File: src/rtl/led_sequencer_if.sv
// Command handshake bundle for the LED sequencer: a valid/ready channel carrying mode and burst count.
interface led_sequencer_if;
    logic       cmd_valid;
    logic       cmd_ready;
    logic [1:0] cmd_mode;
    logic [3:0] cmd_count;

    modport master (output cmd_valid, output cmd_mode, output cmd_count, input cmd_ready);
    modport slave  (input cmd_valid, input cmd_mode, input cmd_count, output cmd_ready);
endinterface

File: src/rtl/led_sequencer.sv
// LED sequencer: OFF / ON / free-running BLINK / counted BURST driven from a valid/ready command port.
module led_sequencer #(
    parameter int unsigned CLK_FREQ_KHz = 50000,
    parameter int unsigned STEP_FREQ_Hz = 2
) (
    input  logic             clk,
    input  logic             rst,
    led_sequencer_if.slave   cmd,
    output logic             led,
    output logic             busy,
    output logic             done
);

    localparam int unsigned STEP_CYCLES = (CLK_FREQ_KHz * 1000) / STEP_FREQ_Hz;
    localparam int unsigned CNT_W       = (STEP_CYCLES > 1) ? $clog2(STEP_CYCLES) : 1;
    localparam int unsigned PULSE_W     = 4;
    localparam logic [CNT_W-1:0] STEP_LAST = CNT_W'(STEP_CYCLES - 1);

    localparam logic [1:0] MODE_OFF   = 2'd0;
    localparam logic [1:0] MODE_ON    = 2'd1;
    localparam logic [1:0] MODE_BLINK = 2'd2;
    localparam logic [1:0] MODE_BURST = 2'd3;

    typedef enum logic [2:0] {
        IDLE,
        SOLID,
        BLINK,
        BURST_ON,
        BURST_OFF
    } state_t;

    state_t               state, state_d;
    logic [CNT_W-1:0]     step, step_d;
    logic [PULSE_W-1:0]   pulse, pulse_d;
    logic                 led_d, busy_d, done_d;
    logic                 ready, ready_d;
    logic                 accept;
    logic                 step_end;

    assign cmd.cmd_ready = ready;
    assign accept        = cmd.cmd_valid && ready;
    assign step_end      = (step == STEP_LAST);

    // State and all outputs registered together; reset wins over any command on the same edge.
    always_ff @(posedge clk) begin
        if (rst) begin
            state <= IDLE;
            step  <= '0;
            pulse <= '0;
            led   <= 1'b0;
            busy  <= 1'b0;
            done  <= 1'b0;
            ready <= 1'b1;
        end else begin
            state <= state_d;
            step  <= step_d;
            pulse <= pulse_d;
            led   <= led_d;
            busy  <= busy_d;
            done  <= done_d;
            ready <= ready_d;
        end
    end

    always_comb begin
        state_d = state;
        step_d  = '0;
        pulse_d = pulse;
        led_d   = led;
        busy_d  = busy;
        done_d  = 1'b0;

        if (accept) begin
            pulse_d = '0;
            busy_d  = 1'b0;
            unique case (cmd.cmd_mode)
                MODE_OFF: begin
                    state_d = IDLE;
                    led_d   = 1'b0;
                end
                MODE_ON: begin
                    state_d = SOLID;
                    led_d   = 1'b1;
                end
                MODE_BLINK: begin
                    state_d = BLINK;
                    led_d   = 1'b1;
                end
                MODE_BURST: begin
                    if (cmd.cmd_count != '0) begin
                        state_d = BURST_ON;
                        led_d   = 1'b1;
                        busy_d  = 1'b1;
                        pulse_d = cmd.cmd_count;
                    end else begin
                        state_d = IDLE;
                        led_d   = 1'b0;
                        done_d  = 1'b1;
                    end
                end
                default: ;
            endcase
        end else begin
            unique case (state)
                IDLE, SOLID: ;
                BLINK: begin
                    if (step_end) led_d = ~led;
                    else          step_d = step + CNT_W'(1);
                end
                BURST_ON: begin
                    if (step_end) begin
                        state_d = BURST_OFF;
                        led_d   = 1'b0;
                    end else begin
                        step_d = step + CNT_W'(1);
                    end
                end
                BURST_OFF: begin
                    if (step_end) begin
                        pulse_d = pulse - PULSE_W'(1);
                        if (pulse_d != '0) begin
                            state_d = BURST_ON;
                            led_d   = 1'b1;
                        end else begin
                            state_d = IDLE;
                            led_d   = 1'b0;
                            busy_d  = 1'b0;
                            done_d  = 1'b1;
                        end
                    end else begin
                        step_d = step + CNT_W'(1);
                    end
                end
                default: state_d = IDLE;
            endcase
        end

        // Commands are held off during a burst and on the cycle its done pulse is visible.
        ready_d = ((state_d == IDLE) || (state_d == SOLID) || (state_d == BLINK)) && !done_d;
    end

endmodule

File: src/flat_wrapper.sv
// flat-port wrapper written by rule: the top's interface ports become plain ports
module led_sequencer_flat 
#(
    parameter int unsigned CLK_FREQ_KHz = 50000,
    parameter int unsigned STEP_FREQ_Hz = 2
)
  (clk, rst, led, busy, done, cmd_cmd_valid, cmd_cmd_mode, cmd_cmd_count, cmd_cmd_ready);
  led_sequencer_if cmd_i ();
  input  logic clk;
  input  logic rst;
  output logic led;
  output logic busy;
  output logic done;
  input wire logic [$bits(cmd_i.cmd_valid)-1:0] cmd_cmd_valid;
  input wire logic [$bits(cmd_i.cmd_mode)-1:0] cmd_cmd_mode;
  input wire logic [$bits(cmd_i.cmd_count)-1:0] cmd_cmd_count;
  output wire logic [$bits(cmd_i.cmd_ready)-1:0] cmd_cmd_ready;
  assign cmd_i.cmd_valid = cmd_cmd_valid;
  assign cmd_i.cmd_mode = cmd_cmd_mode;
  assign cmd_i.cmd_count = cmd_cmd_count;
  assign cmd_cmd_ready = cmd_i.cmd_ready;
  led_sequencer #(.CLK_FREQ_KHz(CLK_FREQ_KHz), .STEP_FREQ_Hz(STEP_FREQ_Hz)) u_core (.clk(clk), .rst(rst), .cmd(cmd_i), .led(led), .busy(busy), .done(done));
endmodule
File: config.mk
export PLATFORM = sky130hd
export DESIGN_NAME = led_sequencer_flat
export DESIGN_NICKNAME = d
export VERILOG_FILES = /design/src/rtl/led_sequencer_if.sv /design/src/rtl/led_sequencer.sv /design/src/flat_wrapper.sv
export SDC_FILE = /design/constraint.sdc
export NUM_CORES = 1
export LEC_CHECK = 0
export CAP_MARGIN = 30
export CORE_MARGIN = 1
export CORE_UTILIZATION = 27
export CTS_CLUSTER_SIZE = 8
export DETAILED_ROUTE_END_ITERATION = 10
export HOLD_SLACK_MARGIN = 0.12
export PLACE_DENSITY_LB_ADDON = 0.12
export SETUP_SLACK_MARGIN = 0.02
export SYNTH_ARGS = -nofsm -noshare
export SYNTH_HDL_FRONTEND = slang
export SYNTH_SLANG_ARGS = --single-unit
File: constraint.sdc
create_clock -name clk -period 3.65 [get_ports clk]
set_input_delay 0.73 -clock clk [delete_from_list [all_inputs] [get_ports clk]]
set_output_delay 0.73 -clock clk [all_outputs]
set_load 0.01 [all_outputs]
## After elaboration in Yosys (flattened, before gate mapping)

Index checks and enable logic that the tools add are counted.

- Add/sub/neg operators: 2
- Eq/ne operators: 14
- Mux-type cells: 31
- Bitwise logic cells: 2
- Reduce and logical (&&, ||, !) cells: 20

Operators with widths:

| kind | count |
|---|---|
| $add A25 B1 Y25 const B | 1 |
| $eq A25 B25 Y1 const B | 1 |
| $mux W4 | 5 |
| $mux W1 | 17 |
| $pmux W3 S4 | 1 |
| $reduce_bool A4 Y1 | 3 |
| $eq A3 B2 Y1 const B | 3 |
| $mux W3 | 3 |
| $ne A3 B1 Y1 const B | 3 |
| $pmux W3 S3 | 1 |
| $eq A3 B1 Y1 const B | 2 |
| $logic_not A3 Y1 | 2 |
| $pmux W1 S3 | 2 |
| $reduce_or A3 Y1 | 2 |
| $eq A2 B2 Y1 const B | 2 |
| $mux W2 | 2 |
| $reduce_and A4 Y1 | 1 |
| $reduce_bool A2 Y1 | 2 |
| $reduce_or A4 Y1 | 1 |
| $sub A4 B1 Y4 const B | 1 |
| $eq A3 B3 Y1 const B | 1 |
| $reduce_and A3 Y1 | 1 |
| $eq A2 B1 Y1 const B | 1 |
| $logic_and A1 B1 Y1 | 2 |
| other kinds (7) | 9 |

- Bits in registers: 36
- Input bits: 9
- Output and inout bits: 4
- Word-level logic and storage cells: 76

## Longest topological paths before layout

Gate-level depths: netlist of run 1.

- Depth in word-level cells: 10
- Mapped depth: 8

## Worst setup path before layout of run 1

No wires, ideal clock.

- Kind: input-to-reg
- From: input port cmd_cmd_count[1]
- To: register u_core.state[1]
- Setup time: 114 ps
- Data arrival time: 1846 ps
- Required time: 3536 ps
- Slack: 1690 ps
- Stages on the path: 5
- Path buffers: 0
- Cell sequence: o41a_1 > mux2_2 > a21oi_1 > o311ai_0 > nor2b_1

- Longest elaborated chain between the ends: 4

RTL lines:

| item | RTL line | source |
|---|---|---|
| start, declared | flat_wrapper.sv:16 | `input wire logic [$bits(cmd_i.cmd_count)-1:0] cmd_cmd_count;` |
| $reduce_bool A4 Y1 | led_sequencer.sv:90 | `if (cmd.cmd_count != '0) begin` |
| $mux W2 | led_sequencer.sv:90 |  |
| $pmux W3 S4 | led_sequencer.sv:76 | `unique case (cmd.cmd_mode)` |
| $mux W3 | led_sequencer.sv:73 | `if (accept) begin` |
| end signal, assigned | led_sequencer.sv:55 | `state <= state_d;` |
| end, declared | led_sequencer.sv:32 | `state_t state, state_d;` |

No other way between the ends. The select of a mux whose other input is x is not followed.
A chain may end at the register's enable or synchronous reset.

## Worst setup path after layout of run 1

- From: register u_core.step[0]
- To: register u_core.step[14]

- Longest elaborated chain between the ends: 2
- Elaborated cells between the ends (all ways): 3
- Those cells by class: add/sub: 1; eq/ne: 1; reduce/logical: 1

RTL lines:

| item | RTL line | source |
|---|---|---|
| start, declared | led_sequencer.sv:33 | `logic [CNT_W-1:0] step, step_d;` |
| start signal, assigned | led_sequencer.sv:56 | `step <= step_d;` |
| parallel branches: the longest is 2 deep, another holds $add A25 B1 Y25 | - |  |

Several ways; the timed one is not identified.

==> summary.txt, run 1 <==
Outcome
  • Status: complete, no violations

Logic synthesis
  • Area leader, netlist: dfxtp_1
  • Post-synth EDFFs: 0
  • Yosys reg bits: 36
  • Mapped Cells: 220
  • Synth top area share: between 30% and 40%
  • Syn_nets: around 230
  • Top_reg_cell synth: dfxtp_1
  • Warnings from Yosys: 0
  • Synthesized area per cell: between 8 and 9 µm²
  • Distinct cells, synth: 47
  • Post-Syn Area: 1871 µm²
  • Synth top area cells: dfxtp_1 (39%), xnor2_1 (7.0%), nor2_1 (5.8%)
  • Asr flop ratio synth: 0%
  • Sequential area share after synthesis: 38.53%

Worst setup path
  • Type of origin of the critical path: register
  • CP Max Fanout: 15
  • Crit Reg-Reg Endpoint: u_core.step[14]$_SDFF_PP0_
  • CP max stage delay: 0.49 ns
  • R2R cell count: 7
  • Cell family with most CP delay: simple AND/OR/NAND/NOR gates
  • RR Startpoint: u_core.step[0]$_SDFF_PP0_
  • R2R Setup Slk: 1.16 ns
  • Crit path buffers/inverters: 1
  • Critical Path Sink Type: register
  • Crit path DAT: 2.66 ns
  • Setup CP Type: reg -> reg
  • CP required: 3.83 ns
  • Crit-path cells: ha_1 > nand2_1 > nor3_1 > and2_1 > a211o_1 > buf_4 > nor2_1
  • Slowest CP cell: nor3_1

Clock network
  • CTS Sinks: 36
  • CTS tree: yes
  • Post-CTS sizing: 0
  • Clk Latency, worst-skew pair: 0.29 ns
  • Post-CTS Setup Inserts: 0
  • Maximum buffer depth of the clock tree: 2
  • Num CTS Buffers: 5
  • Worst-path clk slew: 0.07 ns
  • Hold_buf cts: 0
  • CTS HTree Levels: 2
  • CTS Root Cell: clkbuf_8

GRT
  • Vias in the first global route: 1511
  • Initial antenna violation count: 0
  • Largest net degree at the start of global routing: 16
  • Total GRT Usage: around an eighth
  • Wire length of the first global-routing pass: 7196 µm
  • GRT Residual Overflow: 0

STA
  • Setup tns final: 0 ns
  • Worst slew pin tran: 0.6055 ns
  • Final Hold Viols: 0
  • Final Slew Violations: 0
  • Final clock skew: 0.006220 ns
  • Setup ws final: about 1.2 ns
  • Slew headroom: 59.26%
  • Post-layout min period: between 2 and 2.5 ns
  • RSZ-0062 raised after global routing: no
  • Final setup viols: 0
  • Final Cycle Share: between 60% and 70%
  • Max Fclk: 402.1 MHz
  • Hold WS: 0.4853 ns

Detailed routing
  • DR iter-0 viols: between 70 and 80
  • Final WL: 4136 µm
  • DR pass1 iterations: 4
  • Routed Antenna Nets: 0
  • Avg WL per Cell: 13.34 µm
  • DR vias: 1531
  • DRC Markers: 0
  • Vias per inst: 4.939

Cells and area
  • Most common cell after layout, fill and taps aside: dfxtp_1
  • Nets@finish: 247
  • Number of diodes: 0
  • Share of cells above drive strength 1: 7.296%
  • Most frequent cells in the layout: dfxtp_1 (36), nor2_1 (29), xnor2_1 (15), nand3_1 (14), nand2_1 (13)
  • Post-layout util: 32.95%
  • Synthesis-to-finish area growth: 15.05%

Power
  • Static leakage: 0.6587 nW
  • VDD IR max: 152.0 µV
  • P per Cell Area: 355.0 nW/µm²

Floorplan
  • Num rows: 29
  • Die area: 7265 µm²
  • # IOs: 13
  • Die Wd: 85.24 µm
  • Placeable core area: between 6000 and 7000 µm²
  • Initial core utilization: 28.64%
  • Die height: ~85 µm

Place
  • GP Congestion: 0.7380
  • DP HPWL: between 2000 and 3000 µm
  • Port Buffers: 12
  • Pre-CTS setup slack: 1.054 ns

Hold path
  • Hold/Removal Path Class: reg -> reg
  • Worst hold stages: 1
  • Hold Path Origin: u_core.step[0]$_SDFF_PP0_
  • Hold endpoint: u_core.step[0]$_SDFF_PP0_

Run
  • Max-Cap Viols: 0
area by class of cell:
cell class,instances,area [µm²]
Tap cell,77,96.34
Inverter,8,30.03
Timing Repair Buffer,13,127.6
Sequential cell,36,720.7
Fill cell,706,4379
Clock buffer,7,96.34
Multi-Input combinational cell,169,1081
per-stage QoR:
stage | power, mW | area [µm²] | std cells
detailed placement | 0.4652 | 2056 | 303
floorplan | 0.4411 | 1871 | 220
global placement | 0.4666 | 2056 | 303
CTS | 0.7780 | 2152 | 310
global route | 0.8037 | 2152 | 310
finish | 0.7640 | 2152 | 310
logic make-up (layout without fill, tap and decap cells):
family / count (synthesis) / in the layout / share of synthesized area, %
mux: 2 / 2 / 1.137
flops: 36 / 36 / 38.53
simple gates: 111 / 111 / 31.91
fa+ha+maj: 5 / 5 / 3.344
buf+inv: 15 / 28 / 3.679
compound gates: 25 / 25 / 9.232
xor+xnor: 26 / 26 / 12.17
synthesized netlist by cell type (2+ instances only):
library cell	number
a21o_1	2
a21oi_1	8
and2_1	4
and4b_1	2
buf_2	4
clkbuf_1	2
dfxtp_1	36
ha_1	5
inv_1	8
nand2_1	13
nand2b_1	2
nand3_1	14
nand4_1	7
nor2_1	29
nor2_2	2
nor3_1	9
nor3b_1	4
nor4_1	10
o21ai_0	4
or2_2	3
or3_1	2
xnor2_1	15
xor2_1	11
sequential cells by signal, indices dropped and copies added (netlist names):
signal                count
u_core.cmd.cmd_ready      1
u_core.done               1
u_core.busy               1
u_core.step              25
u_core.state              3
u_core.led                1
u_core.pulse              4
how the worst max path moves through the flow:
stage	start	cells after the start	slack, ns	end
2_1_floorplan	cmd_cmd_count[1]	5	1.69	u_core.state[1]$_SDFF_PP0_
6_report	u_core.step[0]$_SDFF_PP0_	7	1.16	u_core.step[14]$_SDFF_PP0_
3_3_place_gp	cmd_cmd_count[1]	6	1.04	u_core.state[1]$_SDFF_PP0_
5_1_grt	u_core.step[0]$_SDFF_PP0_	7	0.89	u_core.step[14]$_SDFF_PP0_
4_1_cts	u_core.step[0]$_SDFF_PP0_	7	1.16	u_core.step[14]$_SDFF_PP0_
3_5_place_dp	cmd_cmd_count[1]	6	1.05	u_core.state[1]$_SDFF_PP0_
metal layers:
metal	part of all wire, %	vias to the layer above	GRT usage, %	wire length (µm)
met5	0	-	0	0
met4	1.8	0	6.471	75
met3	2.3	8	2.918	94
met2	45	14	19.65	1871
met1	51	705	16.84	2096
li1	-	804	-	-
where the power goes:
part	leakage (nW)	switching, mW	internal, mW
registers	0.291	0.00672	0.398
logic	0.318	0.0264	0.0252
clock network	0.0503	0.140	0.168
No activity file was read; power rests on OpenSTA's default activity.
==> run 2: changes to the inputs <==
==> constraint.sdc (replaced) <==
create_clock -name clk -period 2.6 [get_ports clk]
set_input_delay 0.52 -clock clk [delete_from_list [all_inputs] [get_ports clk]]
set_output_delay 0.52 -clock clk [all_outputs]
set_load 0.01 [all_outputs]
==> run 2 against run 1 <==
Utilization is 0.40 points higher; critical path depth is 1 lower; clock power is 34% higher; combinational power is 41% higher; register-to-register slack worse by 0.73 ns; hold slack better by 0.0014 ns; flip-flop and latch count stayed put; largest power group unchanged.
==> summary.txt, run 2 (synthesis gave the netlist of run 1 again) <==
Outcome
  • Status: complete, no violations

Worst setup path
  • Crit-path cells: ha_1 > nand2_1 > or4_1 > nor4_1 > xnor2_1 > nor2_1
  • Crit path depth: 6 (-1)
  • CP Max Fanout: 7 (-8)
  • R2R cell count: 6 (-1)
  • Slowest CP cell: or4_1
  • Type of origin of the critical path: register
  • Critical Path Sink Type: register
  • Setup CP Type: reg -> reg
  • CP max stage delay: 0.64 ns (+0.15 ns)
  • Crit path DAT: 2.34 ns (-0.32 ns)
  • Crit path buffers/inverters: 0 (-1)
  • CP required: 2.77 ns (-1.06 ns)
  • Cell family with most CP delay: simple AND/OR/NAND/NOR gates

Clock network
  • Maximum buffer depth of the clock tree: 2 (unchanged)
  • Num CTS Buffers: 5 (unchanged)
  • CTS tree: yes
  • Clk Latency, worst-skew pair: 0.29 ns (about the same)
  • CTS Sinks: 36 (unchanged)
  • Post-CTS sizing: 0 (unchanged)
  • CTS HTree Levels: 2 (unchanged)
  • Post-CTS Setup Inserts: 0 (unchanged)
  • Hold_buf cts: 0 (unchanged)
  • Worst-path clk slew: 0.07 ns (about the same)
  • CTS Root Cell: clkbuf_8

Detailed routing
  • Final WL: 4054 µm (-2.0%)
  • Avg WL per Cell: 12.87 µm (-3.5%)
  • DR pass1 iterations: 4 (unchanged)
  • DR vias: 1547 (+1.0%)
  • Vias per inst: 4.911 (-0.56%)
  • DRC Markers: 0 (unchanged)
  • Routed Antenna Nets: 0 (unchanged)
  • DR iter-0 viols: 63 (-19%)

Floorplan
  • Die height: 85.24 µm (unchanged)
  • Die area: 7265 µm² (unchanged)
  • Die Wd: 85.24 µm (unchanged)
  • # IOs: 13 (unchanged)
  • Placeable core area: 6531 µm² (unchanged)
  • Num rows: 29 (unchanged)
  • Initial core utilization: 28.64% (unchanged)

GRT
  • Total GRT Usage: 11.76% (-1.0 points)
  • Largest net degree at the start of global routing: 26 (+10)
  • Wire length of the first global-routing pass: 6734 µm (-6.4%)
  • Vias in the first global route: 1472 (-2.6%)
  • Initial antenna violation count: 0 (unchanged)
  • GRT Residual Overflow: 0 (unchanged)

Cells and area
  • Fill cells: 687 (-2.7%)
  • Post-layout util: 33.35% (+0.40 points)
  • Most frequent cells in the layout: dfxtp_1 (36), nor2_1 (29), xnor2_1 (15), nand3_1 (14), nand2_1 (13)
  • Most common cell after layout, fill and taps aside: dfxtp_1
  • Share of cells above drive strength 1: 9.244% (+1.9 points)
  • Largest registers: u_core.step (25), u_core.pulse (4), u_core.state (3)
  • Number of diodes: 0 (unchanged)
  • Largest register by flop count: u_core.step
  • Nets@finish: 251 (+1.6%)
  • Synthesis-to-finish area growth: 16.45%
  • Max reg flops: 25 (unchanged)

Place
  • DP HPWL: 2995 µm (+1.0%)
  • Port Buffers: 12 (unchanged)
  • GP Congestion: 0.7500 (+1.6%)

Power
  • Design Power: 1.054 mW (+38%)
  • Static leakage: 0.6805 nW (+3.3%)
  • P per Cell Area: 484.0 nW/µm² (+36%)
  • VDD IR max: 271.2 µV (+78%)

STA
  • Setup tns final: 0 ns (unchanged)
  • Final Slew Violations: 0 (unchanged)
  • Max Fclk: 461.0 MHz (+15%)
  • RSZ-0062 raised after global routing: no
  • Slew headroom: 57.21% (-2.0 points)
  • Worst slew pin tran: 0.6359 ns (+0.03041 ns)
  • Final setup viols: 0 (unchanged)
  • Final Cycle Share: 83.43% (+15 points)
  • Final clock skew: 0.004796 ns (-0.001424 ns)
  • Post-layout min period: 2.169 ns (-0.3180 ns)
  • Final Hold Viols: 0 (unchanged)

Run
  • Max-Cap Viols: 0 (unchanged)

Hold path
  • Hold/Removal Path Class: reg -> reg
  • Worst hold stages: 1 (unchanged)
==> run 2: changes by cell type in the layout (fill, tap and decap cells not counted), sizes merged <==
cell    before  now
buf          1    5
clkbuf       7    6
clkinv       0    2
==> run 2: worst paths after layout <==
kind / startpoint / to / slack, ns
setup / recovery: u_core.step[0]$_SDFF_PP0_ / u_core.step[20]$_SDFF_PP0_ / 0.43
hold / removal: u_core.step[0]$_SDFF_PP0_ / u_core.step[0]$_SDFF_PP0_ / 0.49
setup reg to reg: u_core.step[0]$_SDFF_PP0_ / u_core.step[20]$_SDFF_PP0_ / 0.43
hold reg to reg: u_core.step[0]$_SDFF_PP0_ / u_core.step[0]$_SDFF_PP0_ / 0.49
==> run 2: power by group <==
group / total [mW] / switching (mW) / internal, mW / leakage (nW)
clock: 0.413 / 0.202 / 0.211 / 0.0510
sequential: 0.568 / 0.00963 / 0.558 / 0.291
combinational: 0.0728 / 0.0360 / 0.0369 / 0.339
==> run 2: metal layers <==
| layer | vias up | GRT usage, % | wire length, µm |
|---|---|---|---|
| met5 | - | 0 | 0 |
| met4 | 0 | 4.931 | 31 |
| met3 | 4 | 3.113 | 99 |
| met2 | 13 | 17.74 | 1808 |
| met1 | 718 | 15.83 | 2115 |
| li1 | 812 | - | - |
==> run 2: cell type report <==
cell class | count | area, µm² | share of cell area (%)
Sequential cell | 36 | 720.7 | 33.08
Tap cell | 77 | 96.34 | 4.423
Multi-Input combinational cell | 169 | 1081 | 49.63
Clock buffer | 6 | 82.58 | 3.791
Timing Repair Buffer | 17 | 157.7 | 7.237
Clock inverter | 2 | 10.01 | 0.4595
Inverter | 8 | 30.03 | 1.379
==> run 2: metrics by stage <==
stage / setup WS, ns / instance area [µm²] / hold slack [ns] / instances
floorplan: 0.6739 / 1871 / 0.4411 / 220
global placement: 0.3063 / 2086 / 0.4620 / 307
detailed placement: 0.3005 / 2086 / 0.4662 / 307
CTS: 0.3994 / 2178 / 0.4842 / 315
global route: 0.2630 / 2178 / 0.5429 / 315
finish: 0.4309 / 2178 / 0.4867 / 315
==> run 2: worst reg2reg max path: cells and delay by family, from the launching register on <==
| family | cells | cell delay [ns] |
|---|---|---|
| xor gates and xnor gates | 1 | 0.17 |
| adders and majority gates | 1 | 0.24 |
| DFF | 1 | 0.40 |
| and+or+nand+nor | 4 | 1.25 |
